==> src/rtl/mem_pkg.sv <==
`default_nettype none
// ============================================================================
//  Module   : mem_pkg
//  Purpose  : Shared types and helpers for the wait-state data memory:
//             FSM state encoding, byte-lane / offset-width helpers and the
//             address-error cause codes.
//  Revision : 1.0  initial release
// ============================================================================
package mem_pkg;

  // Request sequencer states, explicitly 2 bits wide.
  typedef enum logic [1:0] {
    IDLE = 2'd0,
    WAIT = 2'd1,
    RESP = 2'd2
  } state_e;

  // Address error causes. A range error takes precedence over misalignment.
  localparam logic [1:0] ERR_NONE  = 2'd0;
  localparam logic [1:0] ERR_RANGE = 2'd1;
  localparam logic [1:0] ERR_ALIGN = 2'd2;

  // Number of byte lanes in a data word.
  function automatic int lane_count(input int dw);
    return dw / 8;
  endfunction

  // Width of the byte-offset field inside a word address.
  function automatic int offset_width(input int dw);
    return (dw > 8) ? $clog2(dw / 8) : 0;
  endfunction

endpackage
`default_nettype wire

==> src/rtl/sram_array.sv <==
`default_nettype none
// ============================================================================
//  Module   : sram_array
//  Purpose  : Single-port synchronous word array with per-byte write enable
//             and a registered read port. Contents are not reset.
//  Ports    : clk      - clock, rising edge
//             en_i     - access enable for this cycle
//             we_i     - 1 = write enabled lanes, 0 = read into rdata_o
//             be_i     - byte-lane write enables
//             addr_i   - word index
//             wdata_i  - write data
//             rdata_o  - read data, updated only by read accesses
//  Revision : 1.0  initial release
// ============================================================================
module sram_array #(
  parameter int DATA_WIDTH = 32,
  parameter int DEPTH      = 128,
  localparam int LANES     = DATA_WIDTH / 8,
  localparam int AW        = (DEPTH > 1) ? $clog2(DEPTH) : 1
) (
  input  logic                  clk,
  input  logic                  en_i,
  input  logic                  we_i,
  input  logic [LANES-1:0]      be_i,
  input  logic [AW-1:0]         addr_i,
  input  logic [DATA_WIDTH-1:0] wdata_i,
  output logic [DATA_WIDTH-1:0] rdata_o
);

  logic [DATA_WIDTH-1:0] mem_q [DEPTH];
  logic [DATA_WIDTH-1:0] rdata_q;

  always_ff @(posedge clk) begin
    if (en_i) begin
      if (we_i) begin
        for (int l = 0; l < LANES; l++) begin
          if (be_i[l]) begin
            mem_q[addr_i][l*8 +: 8] <= wdata_i[l*8 +: 8];
          end
        end
      end else begin
        rdata_q <= mem_q[addr_i];
      end
    end
  end

  assign rdata_o = rdata_q;

endmodule
`default_nettype wire

==> src/rtl/data_memory_ws.sv <==
`default_nettype none
// ============================================================================
//  Module   : data_memory_ws
//  Purpose  : Data memory with valid/ready request handshake, byte-lane write
//             enables, a configurable number of wait states and base-window
//             range / alignment checking of every address.
//  Ports    : clk        - clock, rising edge
//             rst        - asynchronous reset, active-low
//             req_valid  - request present
//             req_ready  - block can accept a request
//             req_we     - 1 = store, 0 = load
//             req_addr   - byte address
//             req_wdata  - store data
//             req_be     - byte-lane write enables
//             rsp_valid  - one-cycle response strobe
//             rsp_rdata  - load data; 0 on store or error
//             rsp_err    - address error, qualified by rsp_valid
//             busy       - request in flight
//             rd_count   - successful loads (DATA_MEMORY_PERF_CNT_EN only)
//             wr_count   - successful stores (DATA_MEMORY_PERF_CNT_EN only)
//  Options  : define DATA_MEMORY_PERF_CNT_EN to add the saturating counters.
//  Revision : 1.0  initial release
// ============================================================================
module data_memory_ws
  import mem_pkg::*;
#(
  parameter int          DATA_WIDTH  = 32,
  parameter int          ADDR_WIDTH  = 9,
  parameter logic [31:0] BASE_ADDR   = 32'h1001_0000,
  parameter int          WAIT_STATES = 2
) (
  input  logic                    clk,
  input  logic                    rst,
  input  logic                    req_valid,
  output logic                    req_ready,
  input  logic                    req_we,
  input  logic [31:0]             req_addr,
  input  logic [DATA_WIDTH-1:0]   req_wdata,
  input  logic [DATA_WIDTH/8-1:0] req_be,
  output logic                    rsp_valid,
  output logic [DATA_WIDTH-1:0]   rsp_rdata,
  output logic                    rsp_err,
  output logic                    busy
`ifdef DATA_MEMORY_PERF_CNT_EN
  ,
  output logic [31:0]             rd_count,
  output logic [31:0]             wr_count
`endif
);

  localparam int LANES = lane_count(DATA_WIDTH);
  localparam int OFF_W = offset_width(DATA_WIDTH);
  localparam int IDX_W = ADDR_WIDTH - OFF_W;
  localparam int DEPTH = 2 ** IDX_W;
  localparam int CNT_W = 4;
  localparam logic [CNT_W-1:0] WS_INIT =
    (WAIT_STATES > 0) ? CNT_W'(WAIT_STATES - 1) : '0;

  // --------------------------------------------------------------------------
  // State
  // --------------------------------------------------------------------------
  state_e                 state_q, state_d;
  logic [CNT_W-1:0]       cnt_q, cnt_d;
  logic                   rdy_en_q;     // holds req_ready low until first edge after reset
  logic                   lat_we_q;
  logic [31:0]            lat_addr_q;
  logic [DATA_WIDTH-1:0]  lat_wdata_q;
  logic [LANES-1:0]       lat_be_q;
  logic                   err_q;
  logic                   ld_ok_q;

  logic                   w_accept;
  logic                   w_in_idle;
  logic                   w_go_resp;
  logic                   w_cur_we;
  logic [31:0]            w_cur_addr;
  logic [DATA_WIDTH-1:0]  w_cur_wdata;
  logic [LANES-1:0]       w_cur_be;
  logic                   w_range_err;
  logic                   w_align_err;
  logic [1:0]             w_err_cause;
  logic                   w_err;
  logic [IDX_W-1:0]       w_idx;
  logic [DATA_WIDTH-1:0]  w_ram_rdata;

  assign w_in_idle = (state_q == IDLE);
  assign req_ready = w_in_idle & rdy_en_q;
  assign w_accept  = req_valid & req_ready;

  // --------------------------------------------------------------------------
  // Sequencer
  // --------------------------------------------------------------------------
  always_comb begin
    state_d = state_q;
    cnt_d   = cnt_q;
    unique case (state_q)
      IDLE: begin
        if (w_accept) begin
          if (WAIT_STATES > 0) begin
            state_d = WAIT;
            cnt_d   = WS_INIT;
          end else begin
            state_d = RESP;
          end
        end
      end
      WAIT: begin
        if (cnt_q == '0) begin
          state_d = RESP;
        end else begin
          cnt_d = cnt_q - CNT_W'(1);
        end
      end
      RESP:    state_d = IDLE;
      default: state_d = IDLE;
    endcase
  end

  // The array access happens on the edge that enters RESP. With zero wait
  // states that edge is the accept edge itself, so the live request inputs
  // are used while in IDLE and the latched copy otherwise.
  assign w_go_resp   = (state_d == RESP);
  assign w_cur_we    = w_in_idle ? req_we    : lat_we_q;
  assign w_cur_addr  = w_in_idle ? req_addr  : lat_addr_q;
  assign w_cur_wdata = w_in_idle ? req_wdata : lat_wdata_q;
  assign w_cur_be    = w_in_idle ? req_be    : lat_be_q;

  // --------------------------------------------------------------------------
  // Address decode
  // --------------------------------------------------------------------------
  assign w_range_err = (w_cur_addr[31:ADDR_WIDTH] != BASE_ADDR[31:ADDR_WIDTH]);

  generate
    if (OFF_W > 0) begin : g_align
      assign w_align_err = |w_cur_addr[OFF_W-1:0];
    end else begin : g_no_align
      assign w_align_err = 1'b0;
    end
  endgenerate

  always_comb begin
    w_err_cause = ERR_NONE;
    if (w_range_err) begin
      w_err_cause = ERR_RANGE;
    end else if (w_align_err) begin
      w_err_cause = ERR_ALIGN;
    end
  end

  assign w_err = (w_err_cause != ERR_NONE);
  assign w_idx = w_cur_addr[ADDR_WIDTH-1:OFF_W];

  // --------------------------------------------------------------------------
  // Storage
  // --------------------------------------------------------------------------
  sram_array #(
    .DATA_WIDTH (DATA_WIDTH),
    .DEPTH      (DEPTH)
  ) u_ram (
    .clk     (clk),
    .en_i    (w_go_resp & ~w_err),
    .we_i    (w_cur_we),
    .be_i    (w_cur_be),
    .addr_i  (w_idx),
    .wdata_i (w_cur_wdata),
    .rdata_o (w_ram_rdata)
  );

  always_ff @(posedge clk or negedge rst) begin
    if (!rst) begin
      state_q     <= IDLE;
      cnt_q       <= '0;
      rdy_en_q    <= 1'b0;
      lat_we_q    <= 1'b0;
      lat_addr_q  <= '0;
      lat_wdata_q <= '0;
      lat_be_q    <= '0;
      err_q       <= 1'b0;
      ld_ok_q     <= 1'b0;
    end else begin
      state_q  <= state_d;
      cnt_q    <= cnt_d;
      rdy_en_q <= 1'b1;
      if (w_accept) begin
        lat_we_q    <= req_we;
        lat_addr_q  <= req_addr;
        lat_wdata_q <= req_wdata;
        lat_be_q    <= req_be;
      end
      if (w_go_resp) begin
        err_q   <= w_err;
        ld_ok_q <= ~w_cur_we & ~w_err;
      end
    end
  end

  // --------------------------------------------------------------------------
  // Response
  // --------------------------------------------------------------------------
  assign rsp_valid = (state_q == RESP);
  assign rsp_err   = rsp_valid & err_q;
  // The array's read register is not reset, so gate it to zero unless this
  // is the response of a good load.
  assign rsp_rdata = (rsp_valid & ld_ok_q) ? w_ram_rdata : '0;
  assign busy      = ~w_in_idle;

`ifdef DATA_MEMORY_PERF_CNT_EN
  logic [31:0] rd_cnt_q;
  logic [31:0] wr_cnt_q;

  always_ff @(posedge clk or negedge rst) begin
    if (!rst) begin
      rd_cnt_q <= '0;
      wr_cnt_q <= '0;
    end else if (w_go_resp & ~w_err) begin
      if (w_cur_we) begin
        if (wr_cnt_q != '1) begin
          wr_cnt_q <= wr_cnt_q + 32'd1;
        end
      end else begin
        if (rd_cnt_q != '1) begin
          rd_cnt_q <= rd_cnt_q + 32'd1;
        end
      end
    end
  end

  assign rd_count = rd_cnt_q;
  assign wr_count = wr_cnt_q;
`endif

endmodule
`default_nettype wire

==> config.mk <==
export PLATFORM = sky130hd
export DESIGN_NAME = data_memory_ws
export DESIGN_NICKNAME = d
export VERILOG_FILES = /design/src/rtl/mem_pkg.sv /design/src/rtl/sram_array.sv /design/src/rtl/data_memory_ws.sv
export SDC_FILE = /design/constraint.sdc
export NUM_CORES = 2
export LEC_CHECK = 0
export BUFFER_PORTS_ARGS = -buffer_cell sky130_fd_sc_hd__buf_2
export CORE_ASPECT_RATIO = 1.25
export CORE_MARGIN = 1.5
export CORE_UTILIZATION = 26
export CTS_CLUSTER_DIAMETER = 60
export DETAILED_ROUTE_END_ITERATION = 12
export PLACE_DENSITY = 0.46
export SLEW_MARGIN = 25
export SYNTH_ARGS = -nofsm -noshare
export SYNTH_HDL_FRONTEND = slang
export SYNTH_HIERARCHICAL = 1
export SYNTH_SLANG_ARGS = --single-unit
==> constraint.sdc <==
create_clock -name clk -period 4.1 [get_ports clk]
set_input_delay 0.82 -clock clk [delete_from_list [all_inputs] [get_ports clk]]
set_output_delay 0.82 -clock clk [all_outputs]
set_load 0.005 [all_outputs]
==> flow_metrics.py <==
metrics = {
    "yosys": {
        "synth_top_cells_by_count": "4,128 x edfxtp_1, 888 x nor2_1, 617 x a21oi_1",
        "netlist_top_cells_area": "edfxtp_1 76%, a221oi_1 3.3%, a22oi_1 2.2%",
        "netlist.area_leader.share": 0.757,
        "postSynthAreaPerCell_um2": 16.3,
        "ys_ff_latch": 4206,
        "synth-edff-count": 4128,
        "synth_area_um2": 164000,
        "yosysSeqAreaShare": 0.769,
        "syn-num-nets": 10100,
        "async_reset_ff_frac": 0.0185,
        "synth_top_area_cell": "edfxtp_1",
        "syn_inst": 10100,
        "yosysWarnings": 6,
        "synth_most_common_cell": "edfxtp_1",
        "synthFlopType": "edfxtp_1",
        "ys_types": 76,
    },
    "die": {
        "die_w_um": 713,
        "ios": 108,
        "core_area_um2": 627000,
        "start_util": 0.261,
        "die_y_um": 890,
        "dieArea_um2": 635000,
        "num_rows": 325,
    },
    "route": {
        "wl_met3_um": 58100,
        "firstDrtPassIters": 6,
        "wire_per_inst_um": 35.8,
        "dr_total_vias": 108000,
        "ant_nets": 0,
        "route.met2.wl_um": 338000,
        "drtIter0Drc": 15000,
        "met1_length_um": 276000,
        "drc": 0,
        "highest_layer": "met5",
        "viasPerCell": 5.33,
        "drt_wl_total_um": 728000,
    },
    "setup_path": {
        "crit_type": "flip-flop to flip-flop",
        "critPathCaptureType": "flip-flop",
        "worstSetupStartpoint": "state_q[1]",
        "required_ns": 4.87,
        "reg2reg_from": "state_q[1]",
        "path_max_fanout": 17,
        "arrival_ns": 4.90,
        "start_kind": "flip-flop",
    },
    "grt": {
        "overflow": 0,
        "track_usage": 0.221,
        "antenna_found_initial": 78,
        "grt_pass1_vias": 103000,
        "grt_start_max_net_pins": 129,
        "grt_pass1_wl_um": 961000,
    },
    "clocking": {
        "tritoncts": "yes",
        "clock_latency_ns": 1.04,
        "cts.sinks": 4206,
        "cts_buffer_depth": 4,
        "clkTransAtPathRegs_ns": 0.06,
        "cts_buffers": 403,
        "cts-htree-levels": 5,
        "cts-root-buf": "clkbuf_16",
    },
    "timing": {
        "clock.fmax_mhz": 242,
        "whs_ns": 0.0703,
        "worst_slack_ns": -0.0258,
        "setup_violations": 19,
        "slew_headroom": 0.223,
        "clock_skew_ns": 0.0780,
        "rsz0062_at_grt": "true",
        "layout_min_cycle_time_ns": 4.13,
        "min_period_over_period": 1.01,
        "max_slew.worst_pin.slew_ns": 1.17,
        "hold_violations": 0,
        "finalMaxSlewViolations": 0,
    },
    "place": {
        "gp_congestion": 0.943,
        "portBuffers": 107,
        "pre_cts_ws_ns": -0.649,
        "hpwl_um": 508000,
    },
    "job": {
        "drv_cap": 0,
    },
    "hold_path": {
        "hp-start": "req_wdata[18]",
        "hp-class": "input port to flip-flop",
    },
    "finish": {
        "drive_above_1_share": 0.246,
        "nNetsFinal": 11700,
        "area_delta_synth_final_pct": 24.0,
    },
    "power": {
        "vdd_ir_drop_max_uv": 656,
        "powerDensity_nw_per_um2": 825,
        "leakage_nw": 65.8,
    },
    "status": {
        "violations": "setup timing",
        "status": "finished with violations",
    },
}
[state kept, by name, summed over array words and instances (netlist names)]
register	cells
lat_addr_q	32
ld_ok_q	1
u_ram/rdata_o	32
u_ram/mem_q	4096
state_q	2
rdy_en_q	1
err_q	1
lat_be_q	4
cnt_q	4
lat_wdata_q	32
lat_we_q	1
[cells in the final DEF, fill, tap and decap left out, types with 26 or more instances in the layout]
cell type	instances
edfxtp_1	4128
buf_4	1452
nor2_1	867
a21oi_1	612
a221oi_1	606
a22oi_1	485
nand2_1	416
clkbuf_16	409
o21ai_0	354
buf_12	345
mux2i_1	337
mux2_2	255
o22ai_1	131
buf_2	106
clkbuf_1	95
clkinv_1	79
dfrtp_1	77
o221ai_1	75
clkinv_2	72
mux4_2	66
a22o_1	59
diode_2	57
and3_1	55
nand3_1	48
nor3_1	45
a31oi_1	42
a211oi_1	40
bufinv_16	37
mux2_4	35
a221o_1	35
nand4_1	33
o211ai_1	31
o2bb2ai_1	29
a222oi_1	26
[metal layers]
metal,GRT usage,up-vias
li1,-,43900
met1,0.276,57200
met2,0.357,5956
met3,0.0354,1351
met4,0.141,24
met5,0,-
[timing repair]
action	CTS	global route
pin swaps	5	14
cloned	0	1
hold endpoints to repair	81	0
hold buffers	20	0
endpoints found under the setup margin	498	339
resized for setup	40	28
setup buffers	7	9
[metrics by stage]
stage / std cells / util / instance area (um^2) / setup TNS (ns) / total power, W
floorplan: 10100 / - / 164000 / 0 / 0.0865
global placement: 19500 / 0.302 / 189000 / -42.04 / 0.129
detailed placement: 19500 / 0.302 / 189000 / -41.87 / 0.129
CTS: 20300 / 0.323 / 203000 / 0 / 0.166
global route: 20300 / 0.324 / 203000 / -0.0306 / 0.171
finish: 20300 / 0.324 / 203000 / -0.204 / 0.167
[final cells by class]
class,count,area [um^2]
Fill cell,61500,424000
Sequential cell,4206,126000
Multi-Input combinational cell,5072,35100
Timing Repair Buffer,1932,18700
Clock buffer,504,10600
Tap cell,8338,10400
Clock inverter,222,2150
Antenna cell,57,143
Inverter,8,60.1
[power by group]
part           leakage [nW]  internal (W)  total (W)  switching (W)
registers              38.1        0.0550     0.0552       0.000208
clock network          6.21        0.0207     0.0375         0.0169
logic                  21.5        0.0227     0.0747         0.0519
total                  65.8        0.0984      0.167         0.0690
[worst max-delay path: stages, from the launching register on]
cell and delay [ns]:
dfrtp_1 0.41, nor2_4 0.15, buf_12 0.15, mux2_8 0.46, buf_12 0.21, and2_4 0.30, buf_12 0.23, buf_12 0.17
buf_4 0.22, a22oi_1 0.17, o22ai_1 0.12, a211oi_1 0.21, buf_4 0.17, nand4_1 0.34, a311o_1 0.48
[cell families (layout without fill, tap and decap cells)]
kind of cell | Yosys count | in the layout | share of synthesized area
AOI/OAI and AO/OA | 2730 | 2730 | 0.117
xor gates and xnor gates | 2 | 2 | 0.000107
adders and majority gates | 1 | 1 | 0.0000764
buffers and inverters | 794 | 2666 | 0.0219
DFF | 4206 | 4206 | 0.769
muxes | 698 | 699 | 0.0500
other | 1 | 58 | 0.0000229
and+or+nand+nor | 1639 | 1639 | 0.0421
[final timing paths]
| kind | end | slack (ns) | cells after the start |
|---|---|---|---|
| worst max register to register | u_ram/rdata_o[18] | -0.03 | 14 |
| worst max-delay path | u_ram/rdata_o[18] | -0.03 | 14 |
| worst min-delay path | lat_wdata_q[18] | 0.07 | 2 |
| worst min register to register | lat_addr_q[28] | 0.51 | 1 |
| min in group asynchronous | cnt_q[0] | 0.48 | 2 |
| max in group asynchronous | lat_wdata_q[11] | 2.79 | 3 |
(Power assumes the default switching activity.)
